## config.mk

```make
export PLATFORM = sky130hd
export DESIGN_NAME = ring_token_arbiter_flat
export DESIGN_NICKNAME = d
export VERILOG_FILES = /design/src/rtl/ring_token_arbiter_if.sv /design/src/rtl/ring_token_arbiter.sv /design/src/flat_wrapper.sv
export SDC_FILE = /design/constraint.sdc
export NUM_CORES = 1
export LEC_CHECK = 0
export ABC_AREA = 1
export BUFFER_PORTS_ARGS = -buffer_cell sky130_fd_sc_hd__buf_2
export CAP_MARGIN = 20
export CORE_ASPECT_RATIO = 1.1
export CORE_MARGIN = 1
export CORE_UTILIZATION = 51
export DETAILED_ROUTE_END_ITERATION = 10
export PLACE_DENSITY = 0.73
export SKIP_LAST_GASP = 1
export SYNTH_ARGS = -nofsm -noshare
export SYNTH_HDL_FRONTEND = slang
export SYNTH_SLANG_ARGS = --single-unit
```

## constraint.sdc

```tcl
create_clock -name clk -period 2.3 [get_ports clk]
set_input_delay 0.69 -clock clk [delete_from_list [all_inputs] [get_ports clk]]
set_output_delay 0.69 -clock clk [all_outputs]
set_load 0.005 [all_outputs]
```

## src/rtl/ring_token_arbiter_if.sv

```systemverilog
// Request/grant bundle between requesters and the ring token arbiter.
// The arbiter takes the slave side; the requester side (or a bench) takes master.
interface ring_token_arbiter_if #(
  parameter int N  = 4,
  parameter int IW = 2
);
  logic          en;
  logic [N-1:0]  req;
  logic          lock;
  logic [N-1:0]  gnt;
  logic          gnt_valid;
  logic [IW-1:0] gnt_id;
  logic [N-1:0]  token;
  logic          preempt;

  modport master (
    output en, req, lock,
    input  gnt, gnt_valid, gnt_id, token, preempt
  );

  modport slave (
    input  en, req, lock,
    output gnt, gnt_valid, gnt_id, token, preempt
  );
endinterface

```

## src/rtl/ring_token_arbiter.sv

```systemverilog
// Round-robin arbiter with a one-hot rotating priority token, held grants,
// quantum-based preemption and an owner lock. All outputs are registered.
module ring_token_arbiter #(
  parameter int N       = 4,
  parameter int IW      = 2,
  parameter int QUANTUM = 8,
  parameter int CW      = 8
) (
  input logic                 clk,
  input logic                 pset,
  ring_token_arbiter_if.slave bus
);

  typedef enum logic {IDLE, GRANT} state_t;

  localparam logic [N-1:0]  ONE_HOT0 = {{(N-1){1'b0}}, 1'b1};
  localparam logic [CW-1:0] QLAST    = CW'(QUANTUM - 1);

  state_t        state_q, state_d;
  logic [N-1:0]  gnt_q, gnt_d;
  logic [N-1:0]  token_q, token_d;
  logic [IW-1:0] id_q, id_d;
  logic          valid_q, valid_d;
  logic          preempt_q, preempt_d;
  logic [CW-1:0] qcnt_q, qcnt_d;

  logic [IW-1:0] tok_idx;
  logic [IW-1:0] win_idx;
  logic          win_found;
  logic          owner_req;
  logic          others_req;
  logic          expired;
  logic [N-1:0]  ring_after_owner;

  always_comb begin
    tok_idx = '0;
    for (int i = 0; i < N; i++) begin
      if (token_q[i]) tok_idx = IW'(i);
    end
  end

  // Scan upward from the token position, wrapping N-1 back to 0.
  always_comb begin
    win_found = 1'b0;
    win_idx   = '0;
    for (int i = 0; i < N; i++) begin
      if (!win_found && bus.req[(int'(tok_idx) + i) % N]) begin
        win_found = 1'b1;
        win_idx   = IW'((int'(tok_idx) + i) % N);
      end
    end
  end

  assign owner_req        = |(bus.req & gnt_q);
  assign others_req       = |(bus.req & ~gnt_q);
  assign expired          = (qcnt_q == QLAST);
  assign ring_after_owner = {gnt_q[N-2:0], gnt_q[N-1]};

  always_ff @(posedge clk) begin
    if (pset) begin
      state_q   <= IDLE;
      gnt_q     <= '0;
      token_q   <= ONE_HOT0;
      id_q      <= '0;
      valid_q   <= 1'b0;
      preempt_q <= 1'b0;
      qcnt_q    <= '0;
    end else begin
      state_q   <= state_d;
      gnt_q     <= gnt_d;
      token_q   <= token_d;
      id_q      <= id_d;
      valid_q   <= valid_d;
      preempt_q <= preempt_d;
      qcnt_q    <= qcnt_d;
    end
  end

  // Release takes precedence over preemption when both coincide.
  always_comb begin
    state_d   = state_q;
    gnt_d     = gnt_q;
    token_d   = token_q;
    id_d      = id_q;
    valid_d   = valid_q;
    preempt_d = 1'b0;
    qcnt_d    = qcnt_q;

    unique case (state_q)
      IDLE: begin
        gnt_d   = '0;
        id_d    = '0;
        valid_d = 1'b0;
        if (bus.en && win_found) begin
          gnt_d   = ONE_HOT0 << win_idx;
          id_d    = win_idx;
          valid_d = 1'b1;
          qcnt_d  = '0;
          state_d = GRANT;
        end
      end
      GRANT: begin
        if (!owner_req) begin
          gnt_d   = '0;
          id_d    = '0;
          valid_d = 1'b0;
          token_d = ring_after_owner;
          qcnt_d  = '0;
          state_d = IDLE;
        end else if (!bus.lock && expired && others_req) begin
          gnt_d     = '0;
          id_d      = '0;
          valid_d   = 1'b0;
          token_d   = ring_after_owner;
          qcnt_d    = '0;
          preempt_d = 1'b1;
          state_d   = IDLE;
        end else if (!expired) begin
          qcnt_d = qcnt_q + 1'b1;
        end
      end
      default: begin
        state_d = IDLE;
      end
    endcase
  end

  assign bus.gnt       = gnt_q;
  assign bus.gnt_valid = valid_q;
  assign bus.gnt_id    = id_q;
  assign bus.token     = token_q;
  assign bus.preempt   = preempt_q;

endmodule

```

## src/flat_wrapper.sv

```systemverilog
// flat-port wrapper written by rule: the top's interface ports become plain ports
module ring_token_arbiter_flat 
#(
  parameter int N       = 4,
  parameter int IW      = 2,
  parameter int QUANTUM = 8,
  parameter int CW      = 8
)
  (clk, pset, bus_en, bus_req, bus_lock, bus_gnt, bus_gnt_valid, bus_gnt_id, bus_token, bus_preempt);
  ring_token_arbiter_if #(.N(N), .IW(IW)) bus_i ();
  input logic clk;
  input logic pset;
  input wire logic [$bits(bus_i.en)-1:0] bus_en;
  input wire logic [$bits(bus_i.req)-1:0] bus_req;
  input wire logic [$bits(bus_i.lock)-1:0] bus_lock;
  output wire logic [$bits(bus_i.gnt)-1:0] bus_gnt;
  output wire logic [$bits(bus_i.gnt_valid)-1:0] bus_gnt_valid;
  output wire logic [$bits(bus_i.gnt_id)-1:0] bus_gnt_id;
  output wire logic [$bits(bus_i.token)-1:0] bus_token;
  output wire logic [$bits(bus_i.preempt)-1:0] bus_preempt;
  assign bus_i.en = bus_en;
  assign bus_i.req = bus_req;
  assign bus_i.lock = bus_lock;
  assign bus_gnt = bus_i.gnt;
  assign bus_gnt_valid = bus_i.gnt_valid;
  assign bus_gnt_id = bus_i.gnt_id;
  assign bus_token = bus_i.token;
  assign bus_preempt = bus_i.preempt;
  ring_token_arbiter #(.N(N), .IW(IW), .QUANTUM(QUANTUM), .CW(CW)) u_core (.clk(clk), .pset(pset), .bus(bus_i));
endmodule
```

# [Yosys cells after proc, flatten, opt, wreduce, memory -nomap -nowiden]
# Index checks and enable logic that the tools add are counted.
[op_classes] addsub=4 mul=0 div_mod_pow=0 order_cmp=4 eq_ne=5 shifts=1 mux=45 bitwise_logic=8 n_reduce_logical=18
[op_table] operator="2-to-1 mux 8 bit" n=4
[op_table] operator="2-to-1 mux 4 bit" n=5
[op_table] operator="2-to-1 mux 1 bit" n=18
[op_table] operator="2-to-1 mux 2 bit" n=9
[op_table] operator="case mux 8 bit (2 select lines)" n=1
[op_table] operator="less-than comparator 3 x 4 -> 1 bit, second input constant" n=3
[op_table] operator="adder 8 x 1 -> 8 bit, second input constant" n=1
[op_table] operator="AND 4 bit" n=2
[op_table] operator="binary-select mux 1 bit (select 2 bit)" n=4
[op_table] operator="equality test 8 x 3 -> 1 bit, second input constant" n=1
[op_table] operator="case mux 4 bit (2 select lines)" n=1
[op_table] operator="OR reduction 4 bit" n=2
[op_table] operator="logical AND 1 bit" n=6
[op_table] operator="OR reduction 2 bit" n=3
[op_table] operator="adder 2 bit, second input constant" n=2
[op_table] operator="logical NOT 1 bit" n=4
[op_table] operator="!= test 4 bit, second input constant" n=1
[op_table] operator="NOT 4 bit" n=1
[op_table] operator="case mux 1 bit (2 select lines)" n=2
[op_table] operator="case mux 2 bit (2 select lines)" n=1
[op_table] operator="AND reduction 2 bit" n=2
[op_table] operator="left shift 1 x 2 -> 4 bit, first input constant" n=1
[op_table] operator="AND 1 bit, first input constant" n=3
[op_table] operator="less-than comparator 2 x 3 -> 1 bit, second input constant" n=1
[op_table] operator="6 further kinds" n=7
[word_totals] ff_bits=21 latch_bits=0 mem_bits_rw=0 romBits=0 in_bits=8 out_inout_bits=12 wordCells=92 memories=0

# [Depth between registers and ports, before layout]
# Gate-level depths: netlist (run 1).
[logic_depth] ltp_word=20 mapped_depth=14

# [Worst setup path before layout (run 1)]
# Ideal clock, no wire load.
[synth_timing] path_kind="input-to-reg" startpoint="in bus_req[1]" endpoint="reg u_core.qcnt_q[0]" setup_time_ns=0.070 arrival_ns=1.791 path_slack_ns=0.439 cell_stages=8 cell_sequence="a22o_1 nor2_1 inv_1 nand3_1 nand2_2 nand2_1 nand3_1 a21oi_1"
[synth_via] elab_chain_cells=15 elab_cells_between_ends=33
[synth_lines] item="start, declared" line="flat_wrapper.sv:14" source="input wire logic [$bits(bus_i.req)-1:0] bus_req;"
[synth_lines] item="binary-select mux 1 bit (select 2 bit)" line="ring_token_arbiter.sv:47" source="if (!win_found && bus.req[(int'(tok_idx) + i) % N]) begin"
[synth_lines] item="2-to-1 mux 1 bit (implied by the code)" line="ring_token_arbiter.sv:47"
[synth_lines] item="2-to-1 mux 1 bit" line="ring_token_arbiter.sv:47"
[synth_lines] item="logical NOT 1 bit" line="ring_token_arbiter.sv:47"
[synth_lines] item="logical AND 1 bit" line="ring_token_arbiter.sv:47"
[synth_lines] item="2-to-1 mux 1 bit" line="ring_token_arbiter.sv:47"
[synth_lines] item="logical NOT 1 bit" line="ring_token_arbiter.sv:47"
[synth_lines] item="logical AND 1 bit" line="ring_token_arbiter.sv:47"
[synth_lines] item="2-to-1 mux 1 bit" line="ring_token_arbiter.sv:47"
[synth_lines] item="logical NOT 1 bit" line="ring_token_arbiter.sv:47"
[synth_lines] item="logical AND 1 bit" line="ring_token_arbiter.sv:47"
[synth_lines] item="2-to-1 mux 1 bit" line="ring_token_arbiter.sv:47"
[synth_lines] item="logical AND 1 bit" line="ring_token_arbiter.sv:94" source="if (bus.en && win_found) begin"
[synth_lines] item="!= test 2 x 1 -> 1 bit (no line)"
[synth_lines] item="AND reduction 2 bit (no line)"
[synth_lines] item="end signal, assigned" line="ring_token_arbiter.sv:75" source="qcnt_q <= qcnt_d;"
[synth_lines] item="end, declared" line="ring_token_arbiter.sv:25" source="logic [CW-1:0] qcnt_q, qcnt_d;"
# Parallel ways exist; a longest one is shown, timed or not. The select of a mux whose other input is x is not followed.
# A chain may end at the register's enable or synchronous reset.

# [Worst setup path in the final report (run 1)]
[layout_timing] startpoint="reg u_core.qcnt_q[0]" endpoint="reg u_core.qcnt_q[0]"
[layout_via] elab_chain_cells=6 elab_cells_between_ends=10
[layout_lines] item="parallel branches: the longest is 6 deep, another holds adder 8 x 1 -> 8 bit"
# Parallel ways; which one is timed is not known. The select of a mux whose other input is x is not followed.

==> flow_summary_export.csv, run 1 <==
group,metric,value,unit
setup_path,cp-end-kind,"flip-flop",
setup_path,crit_required,2.53,ns
synthesis,synth.avg_cell_area,6.36,sq um
route,vias,1425,
sta,fin_crit_sh,84.3,%
synthesis,ys_ff_latch,21,
clock_tree,postCtsResizedCells,0,
die,coreArea,2500,sq um
setup_path,cpMostUsedCell,"nand3_1",
setup_path,cpPeakStageDelay,0.43,ns
die,start_util,53.5,%
sta,whs,0.482,ns
sta,relSlewSlack,71.7,%
clock_tree,postCtsSetupBuffers,0,
clock_tree,cts-htree-levels,1,
setup_path,cp_slowest_cell,"dfxtp_1",
synthesis,syn_nets,219,
setup_path,cp_cell_sequence,"ha_1, nand3_1, nor4_2, nand3_1, nand3_1, nand2_2, nand2_1, nand3_1, a21oi_1",
synthesis,synthArstFlopShare,0,%
synthesis,synth_area,1340,sq um
synthesis,synth_edf_count,0,
global_route,track_usage,24.8,%
clock_tree,cts_buffer_depth,2,
clock_tree,cts_root_buf,"clkbuf_4",
placed_design,gp_congestion,0.849,
route,wl,3270,um
route,firstDrtPassIters,4,
clock_tree,hold_buffers,0,
global_route,grt_pass1_vias,1359,
layout,final_nets,241,
route,routed_via_density,5.44,
sta,setup_viol,0,
clock_tree,clk_latency,0.29,ns
pwr,peakVddDrop,0.000529,V
sta,fmax,0.516,GHz
global_route,antenna_found_initial,0,
sta,slew_violations,0,
sta,hold_viol,0,
sta,worstMarginPinSlew,0.424,ns
synthesis,yosysSeqAreaShare,31.5,%
setup_path,r2r_setup_slack,0.36,ns
placed_design,dp_hpwl,2530,um
clock_tree,clk_pin_slew,0.11,ns
setup_path,path_buf_inv,0,
die,die_h,55.7,um
route,drt_iter0_drc,31,
global_route,grt_max_degree,18,
layout,layout_common_cells,"nand2_1, nand3_1, inv_1, dfxtp_1, buf_2",
synthesis,yosysWarnings,0,
layout,area_growth,11.9,%
sta,rsz0062_at_grt,"no",
route,wl_per_cell,12.5,um
setup_path,setup.worst_path.start_class,"flip-flop",
clock_tree,cts_tree,"built",
setup_path,worstPathArrival,2.17,ns
pwr,leakagePower,0.715,nW
die,die_w,50.8,um
layout,antenna_cells,0,
hold_path,hp-class,"reg2reg",
pwr,powerDensity,756,nW/um^2
sta,clock_skew,0.00161,ns
route,remaining_drc_errors,0,
setup_path,crit_family,"simple AND/OR/NAND/NOR gates",
global_route,gr-total-overflow,0,
die,io-pin-count,20,
setup_path,worstPathMaxFanout,9,
sta,period_needed,1.94,ns
die,dieArea,2830,sq um
synthesis,ys_types,28,
sta,tns,0,ns
clock_tree,cts_sinks,21,
placed_design,io_buffers,19,
run_status,outcome,"completed",
layout,layout_commonest_cell,"nand2_1",
synthesis,synthFlopType,"dfxtp_1",
layout,drive_above_1_share,17.7,%
synthesis,synthCells,210,
setup_path,path_class,"reg2reg",
clock_tree,cts_made_buffers,3,
route,antenna_left,0,
flow_run,cap_viol_max_count,0,
die,rows,19,
global_route,grt_pass1_wl,5460,um
power by group:
group,total [mW],internal [mW],switching (mW)
logic,0.519,0.174,0.344
registers,0.439,0.398,0.0401
clock network,0.174,0.0674,0.106
total,1.13,0.640,0.491
cell families after synthesis:
kind of cell    synth area share [%]
xor+xnor                        1.97
flops                           31.5
simple gates                    44.2
fa+ha+maj                      0.936
compound gates                  11.9
buf+inv                         9.55
layout make-up:
class / count / area [sq um]
fillers: 261 / 1000
multi-input cells: 157 / 795
flip-flops and latches: 21 / 420
repair buffers: 21 / 110
inverters: 28 / 105
well taps: 31 / 38.8
clock buffers: 4 / 26.3
sequential cells by signal, summed over array words and instances, names as in the netlist:
name	cells
u_core.qcnt_q	8
u_core.bus.gnt	4
u_core.bus.token	4
u_core.bus.gnt_id	2
u_core.bus.gnt_valid	1
u_core.bus.preempt	1
u_core.state_q	1
worst paths after layout:
path                                                   startpoint                                 to  depth (start not counted)
worst min register to register  u_core.bus.gnt_valid$_SDFFE_PP0P_  u_core.bus.gnt_valid$_SDFFE_PP0P_                          1
worst max-delay path                u_core.qcnt_q[0]$_SDFFE_PP0P_      u_core.qcnt_q[0]$_SDFFE_PP0P_                          9
worst min-delay path            u_core.bus.gnt_valid$_SDFFE_PP0P_  u_core.bus.gnt_valid$_SDFFE_PP0P_                          1
worst max register to register      u_core.qcnt_q[0]$_SDFFE_PP0P_      u_core.qcnt_q[0]$_SDFFE_PP0P_                          9
layer usage:
layer | wire (um) | global-route usage [%] | part of all wire, % | vias up
met5 | 0 | 0 | 0 | -
met4 | 45 | 12.7 | 1.4 | 0
met3 | 73 | 3.28 | 2.2 | 6
met2 | 1740 | 45.5 | 53 | 28
met1 | 1400 | 27.1 | 43 | 657
li1 | - | - | - | 734
stage by stage:
stage / power (mW) / instance area, sq um / worst slack [ns] / instances / util (%)
floorplan: 0.830 / 1340 / 0.439 / 210 / -
global placement: 0.944 / 1460 / 0.213 / 258 / 58.6
detailed placement: 0.961 / 1460 / 0.0965 / 258 / 58.6
CTS: 1.14 / 1490 / 0.245 / 262 / 59.6
global route: 1.23 / 1500 / 0.0945 / 262 / 59.9
finish: 1.13 / 1500 / 0.361 / 262 / 59.9
cells in the mapped netlist, types with 3 or more instances:
| cell type | number | area [sq um] |
|---|---|---|
| dfxtp_1 | 21 | 420 |
| nor2_1 | 14 | 52.6 |
| a21oi_1 | 17 | 85.1 |
| nand2_1 | 52 | 195 |
| inv_2 | 3 | 11.3 |
| nand4_1 | 6 | 37.5 |
| clkbuf_1 | 3 | 11.3 |
| o21ai_0 | 4 | 20.0 |
| nand3_1 | 38 | 190 |
| inv_1 | 25 | 93.8 |
| nand2_2 | 3 | 18.8 |
worst reg2reg max path, stage by stage (launching register included):
cell and delay, ns:
dfxtp_1 0.43, ha_1 0.27, nand3_1 0.12, nor4_2 0.25
nand3_1 0.15, nand3_1 0.12, nand2_2 0.13, nand2_1 0.18
nand3_1 0.09, a21oi_1 0.15
No activity file was read; power rests on OpenSTA's default activity.
==> run 2, diff against run 1 <==
--- a/config.mk
+++ b/config.mk
@@ -5,7 +5,7 @@
 export SDC_FILE = /design/constraint.sdc
 export NUM_CORES = 1
 export LEC_CHECK = 0
-export ABC_AREA = 1
+export ABC_AREA = 0
 export BUFFER_PORTS_ARGS = -buffer_cell sky130_fd_sc_hd__buf_2
 export CAP_MARGIN = 20
 export CORE_ASPECT_RATIO = 1.1
==> constraint.sdc (replaced) <==
create_clock -name clk -period 1.8 [get_ports clk]
set_input_delay 0.54 -clock clk [delete_from_list [all_inputs] [get_ports clk]]
set_output_delay 0.54 -clock clk [all_outputs]
set_load 0.005 [all_outputs]
==> run 2 against run 1 <==
  * The run now ends with setup timing left
  * Combinational power decreased by 51%
  * Worst setup slack lost 0.59 ns
  * Flip-flop and latch count stayed put
  * Sequential power up 12%
  * Highest routed layer unchanged
  * Clock power increased by 30%
  * First-iteration DRC count grew 120%
  * Hold slack got worse by 0.0066 ns
==> flow_summary_export.csv, run 2 <==
group,metric,value,unit
run_status,outcome,"finished with violations",
run_status,violations,"setup timing",
sta,worstMarginPinSlew,0.411,ns
sta,setup_viol,16,
layout,final_nets,225,
synthesis,synthArstFlopShare,0,%
route,antenna_left,0,
pwr,pwr-share-clk,23.4,%
synthesis,yosys.area.top_type,"dfxtp_1",
placed_design,dp_hpwl,2660,um
setup_path,cp-end-kind,"flip-flop",
synthesis,synthFlopType,"dfxtp_1",
placed_design,pre_cts_ws,-0.504,ns
sta,slew_violations,0,
placed_design,io_buffers,19,
pwr,leakagePower,0.806,nW
pwr,p_seq_share,50.7,%
clock_tree,cts_sinks,21,
global_route,grt_max_degree,24,
pwr,finalPower,0.971,mW
sta,fmax,0.493,GHz
clock_tree,cts-htree-levels,1,
clock_tree,hold_buffers,0,
layout,ff_latch_area,425,sq um
route,vias,1480,
layout,fillCellCount,170,
layout,layout_commonest_cell,"buf_4",
synthesis,synth_common_cells,"dfxtp_1, nand3_1, nor2_1, a21oi_1",
layout,area_growth,44.3,%
global_route,track_usage,29.5,%
sta,clock_skew,0.00146,ns
layout,regMostFlops,"u_core.qcnt_q",
route,firstDrtPassIters,4,
synthesis,yosysWarnings,0,
route,wl,3960,um
synthesis,ys_types,44,
sta,setup_ws,-0.230,ns
synthesis,synth.avg_cell_area,8.33,sq um
pwr,switching_power,0.285,mW
die,io-pin-count,20,
route,routed_via_density,6.02,
pwr,combPwrFrac,25.9,%
die,dieArea,2820,sq um
clock_tree,clk_pin_slew,0.12,ns
synthesis,synth.area.top_cells,"dfxtp_1, mux2i_1, nand3_1, nand2b_1, a21oi_1",
die,die_w,50.7,um
clock_tree,cts_tree,"built",
sta,relSlewSlack,72.6,%
global_route,antenna_found_initial,0,
clock_tree,cts_root_buf,"clkbuf_4",
setup_path,path_class,"reg2reg",
pwr,sw_frac_of_total,29.4,%
pwr,powerDensity,505,nW/um^2
die,die_h,55.6,um
route,wl_per_cell,16.1,um
setup_path,crit_required,2.04,ns
route,remaining_drc_errors,0,
synthesis,synth_edf_count,0,
route,drt_iter0_drc,67,
die,coreArea,2500,sq um
global_route,grt_pass1_vias,1403,
synthesis,syn_nets,169,
layout,final_cell_area,1920,sq um
die,rows,19,
layout,antenna_cells,0,
placed_design,gp_congestion,0.877,
clock_tree,cts_made_buffers,3,
global_route,gr-total-overflow,0,
placed_design,placed_area,1680,sq um
die,start_util,53.4,%
placed_design,dp.cells,235,
synthesis,synth_top_area_share,31.5,%
synthesis,synthCells,160,
layout,largest_reg_flops,8,
clock_tree,cts_buffer_depth,2,
synthesis,ys_ff_latch,21,
global_route,grt_pass1_wl,6400,um
sta,fin_crit_sh,113,%
layout,layout_common_cells,"buf_4, buf_2, dfxtp_1, nor2_1, nand3_1",
sta,hold_viol,0,
sta,rsz0062_at_grt,"yes",
hold_path,hp-class,"reg2reg",
layout,drive_above_1_share,46.0,%
setup_path,worstPathMaxFanout,6,
pwr,peakVddDrop,0.000565,V
setup_path,worstPathArrival,2.27,ns
setup_path,setup.worst_path.start_class,"flip-flop",
layout,final_cell_count_no_fill,246,
layout,multiInputGateArea,1010,sq um
synthesis,synth_area,1330,sq um
pwr,internal_power,0.686,mW
synthesis,synth_most_common_cell,"dfxtp_1",
clock_tree,clk_latency,0.30,ns
flow_run,cap_viol_max_count,0,
synthesis,yosysSeqAreaShare,31.5,%
sta,period_needed,2.03,ns
-- run 2: path summary, 6_finish.rpt --
path                                                       start                          endpoint  slack [ns]  cells past startpoint
worst min-delay path            u_core.bus.token[0]$_SDFFE_PP1P_  u_core.bus.token[0]$_SDFFE_PP1P_        0.48                      1
worst min register to register  u_core.bus.token[0]$_SDFFE_PP1P_  u_core.bus.token[0]$_SDFFE_PP1P_        0.48                      1
worst max register to register  u_core.bus.token[1]$_SDFFE_PP0P_     u_core.qcnt_q[1]$_SDFFE_PP0P_       -0.23                      7
worst max-delay path            u_core.bus.token[1]$_SDFFE_PP0P_     u_core.qcnt_q[1]$_SDFFE_PP0P_       -0.23                      7
-- run 2: metrics by stage --
step                utilization, %  hold slack (ns)  TNS (ns)
floorplan                        -            0.453     -3.13
global placement              67.3            0.445     -6.25
detailed placement            67.3            0.450     -7.05
CTS                           72.5            0.480     -1.60
global route                  77.0            0.515     -3.00
finish                        77.0            0.475     -2.13
-- run 2: final cells by class --
class | count | area share [%]
Multi-Input combinational cell | 127 | 52.5
Inverter | 4 | 0.781
Clock inverter | 1 | 0.260
Sequential cell | 21 | 22.1
Timing Repair Buffer | 59 | 21.1
Clock buffer | 3 | 1.17
Tap cell | 31 | 2.02
-- run 2: power groups by stage --
| stage | clock network [mW] | registers [mW] | logic [mW] |
|---|---|---|---|
| CTS | 0.234 | 0.490 | 0.219 |
| floorplan | 0 | 0.497 | 0.119 |
| global placement | 0 | 0.498 | 0.187 |
| detailed placement | 0 | 0.499 | 0.192 |
| finish | 0.227 | 0.492 | 0.252 |
| global route | 0.253 | 0.494 | 0.271 |
-- run 2: routing by layer --
layer / global-route usage (%) / up-vias / share of wire (%)
met5: 0 / - / 0
met4: 9.52 / 0 / 1.2
met3: 3.01 / 6 / 4.5
met2: 50.5 / 46 / 52
met1: 38.2 / 723 / 42
li1: - / 705 / -
-- run 2: timing repair --
action / in CTS / in global routing
setup buffers: 4 / 4
endpoints found under the hold margin: 0 / 0
pin swaps: 6 / 6
gates resized for setup: 20 / 19
endpoints found under the setup margin: 19 / 20
cloned: 0 / 0
-- run 2: cells by family (layout without fill, tap and decap cells) --
family,Yosys count,after routing,synth area share [%]
flops,21,21,31.5
buf+inv,12,67,4.32
simple gates,71,71,29.0
fa+ha+maj,1,1,0.939
mux,10,10,7.89
compound gates,45,45,26.3
-- run 2: worst max-delay path, cell delays in order, from the launching register on --
cell and delay (ns):
dfxtp_2 0.37, mux2_4 0.30, a221o_1 0.33, a211o_4 0.31, o21ai_4 0.15, nand3b_1 0.19, buf_4 0.20, a21oi_1 0.11
==> run 3, diff against run 2 <==
--- a/config.mk
+++ b/config.mk
@@ -13,6 +13,7 @@
 export CORE_UTILIZATION = 51
 export DETAILED_ROUTE_END_ITERATION = 10
 export PLACE_DENSITY = 0.73
+export SKIP_CTS_REPAIR_TIMING = 1
 export SKIP_LAST_GASP = 1
 export SYNTH_ARGS = -nofsm -noshare
 export SYNTH_HDL_FRONTEND = slang
==> constraint.sdc (replaced) <==
create_clock -name clk -period 1.8 [get_ports clk]
set_input_delay 0.36 -clock clk [delete_from_list [all_inputs] [get_ports clk]]
set_output_delay 0.36 -clock clk [all_outputs]
set_load 0.005 [all_outputs]
==> run 3 against run 2 <==
  * The run still ends with setup timing left
  * Clock skew rose by 0.0050 ns
  * Global-route usage is 3.0 points lower
  * Via count decreased by 1.3%
  * Critical path type unchanged
  * Largest cell class unchanged
  * Largest power group unchanged
  * Highest routed layer unchanged
==> flow_summary_export.csv, run 3 (synthesis results as in run 2) <==
group,metric,value,unit
run_status,outcome,"finished with violations",
run_status,violations,"setup timing",
setup_path,r2r_cells,6,
clock_tree,cts_root_buf,"clkbuf_4",
pwr,sw_frac_of_total,28.6,%
setup_path,cpPeakStageDelay,0.36,ns
setup_path,r2r_setup_slack,-0.17,ns
layout,final_nets,223,
pwr,pwr-share-clk,23.4,%
route,routed_via_density,5.99,
flow_run,cap_viol_max_count,0,
route,vias,1461,
setup_path,setup.worst_path.start_class,"flip-flop",
global_route,grt_max_degree,24,
sta,setup_ws,-0.172,ns
hold_path,whs_path_depth,2,
pwr,leakagePower,0.791,nW
global_route,antenna_found_initial,0,
layout,largest_reg_flops,8,
sta,fin_crit_sh,110,%
setup_path,r2r-end,"u_core.qcnt_q[4]$_SDFFE_PP0P_",
route,firstDrtPassIters,4,
placed_design,dp_hpwl,2710,um
hold_path,hp-start,"pset",
sta,slew_violations,0,
setup_path,worstPathArrival,2.21,ns
route,wl,3770,um
layout,antenna_cells,0,
route,drt_iter0_drc,39,
placed_design,gp_congestion,0.871,
global_route,track_usage,26.5,%
clock_tree,cts_buffer_depth,2,
global_route,grt_pass1_vias,1339,
die,start_util,53.4,%
sta,setup_viol,15,
pwr,powerDensity,510,nW/um^2
pwr,internal_power,0.678,mW
setup_path,crit_family,"compound AO/OA/AOI/OAI gates",
clock_tree,cts-htree-levels,1,
route,wl_per_cell,15.5,um
hold_path,holdPathEnd,"u_core.bus.token[2]$_SDFFE_PP0P_",
die,die_h,55.6,um
global_route,gr-total-overflow,0,
setup_path,path_class,"reg2reg",
placed_design,io_buffers,19,
hold_path,hp-class,"in2reg",
setup_path,cp-end-kind,"flip-flop",
setup_path,path_buf_inv,0,
sta,worstMarginPinSlew,0.462,ns
pwr,peakVddDrop,0.000530,V
clock_tree,clk_latency,0.29,ns
die,coreArea,2500,sq um
global_route,grt_pass1_wl,5890,um
layout,area_growth,39.6,%
setup_path,crit_required,2.03,ns
clock_tree,cts_sinks,21,
die,dieArea,2820,sq um
sta,relSlewSlack,69.2,%
layout,drive_above_1_share,42.3,%
pwr,combPwrFrac,25.3,%
setup_path,cp_cell_sequence,"mux2_4, a221o_1, a211o_4, o21a_4, o211ai_1, mux2i_1",
pwr,switching_power,0.271,mW
layout,layout_common_cells,"buf_4, buf_2, dfxtp_1, nor2_1, nand3_1",
clock_tree,cts_made_buffers,3,
setup_path,worstPathMaxFanout,5,
route,antenna_left,0,
layout,layout_commonest_cell,"buf_4",
die,rows,19,
route,remaining_drc_errors,0,
pwr,p_seq_share,51.3,%
sta,clock_skew,0.00645,ns
clock_tree,clk_pin_slew,0.12,ns
layout,post-route-util,74.5,%
placed_design,placed_area,1700,sq um
sta,rsz0062_at_grt,"yes",
setup_path,cp_slowest_cell,"dfxtp_2",
sta,period_needed,1.97,ns
clock_tree,cts_tree,"built",
setup_path,r2r_start,"u_core.bus.token[1]$_SDFFE_PP0P_",
die,io-pin-count,20,
sta,fmax,0.507,GHz
sta,hold_viol,0,
layout,final_cell_area,1860,sq um
die,die_w,50.7,um
layout,regMostFlops,"u_core.qcnt_q",
## run 3: cell count changes in the layout (fill, tap and decap cells not counted), sizes merged
cell	delta
buf	-2
## run 3: per-stage QoR
stage          instances  hold WS (ns)  power (mW)  setup TNS, ns  setup slack, ns
2_1_floorplan        160         0.453       0.616          -1.11           -0.207
3_3_place_gp         237         0.439       0.694          -2.98           -0.259
3_5_place_dp         237         0.449       0.700          -3.42           -0.278
4_1_cts              241         0.434       0.922          -2.48           -0.255
5_1_grt              244         0.472       0.995          -2.86           -0.261
6_report             244         0.455       0.950          -1.67           -0.172
## run 3: how the worst max path moves through the flow
stage | from | end | slack [ns] | depth (start not counted)
3_3_place_gp | bus_req[0] | u_core.qcnt_q[3]$_SDFFE_PP0P_ | -0.26 | 8
6_report | u_core.bus.token[1]$_SDFFE_PP0P_ | u_core.qcnt_q[4]$_SDFFE_PP0P_ | -0.17 | 6
2_1_floorplan | u_core.bus.token[1]$_SDFFE_PP0P_ | u_core.qcnt_q[5]$_SDFFE_PP0P_ | -0.21 | 7
3_5_place_dp | bus_req[0] | u_core.qcnt_q[4]$_SDFFE_PP0P_ | -0.28 | 7
5_1_grt | u_core.bus.token[1]$_SDFFE_PP0P_ | u_core.qcnt_q[4]$_SDFFE_PP0P_ | -0.26 | 6
4_1_cts | u_core.qcnt_q[0]$_SDFFE_PP0P_ | u_core.qcnt_q[4]$_SDFFE_PP0P_ | -0.25 | 7
## run 3: layer usage
| layer | track usage (%) | part of all wire, % |
|---|---|---|
| met1 | 37.7 | 45 |
| met2 | 41.7 | 50 |
| met3 | 2.19 | 3.6 |
| met4 | 9.52 | 2.1 |
| met5 | 0 | 0 |
## run 3: power groups by stage
stage | Combinational [mW] | Sequential (mW) | Clock (mW)
2_1_floorplan | 0.118 | 0.498 | 0
6_report | 0.240 | 0.487 | 0.222
3_5_place_dp | 0.205 | 0.495 | 0
3_3_place_gp | 0.199 | 0.495 | 0
4_1_cts | 0.206 | 0.485 | 0.231
5_1_grt | 0.259 | 0.489 | 0.247
## run 3: area by class of cell
type / instances / area (sq um)
clock buffer: 3 / 22.5
clock inverter: 1 / 5.00
fill: 180 / 636
multi-input combinational: 127 / 963
timing repair buffer: 57 / 392
tap: 31 / 38.8
inverter: 4 / 15.0
sequential: 21 / 424
## run 3: worst reg2reg max path, cell delays in order, from the launching register on
cell and delay (ns):
dfxtp_2 0.36, mux2_4 0.29, a221o_1 0.32, a211o_4 0.30
o21a_4 0.22, o211ai_1 0.22, mux2i_1 0.21
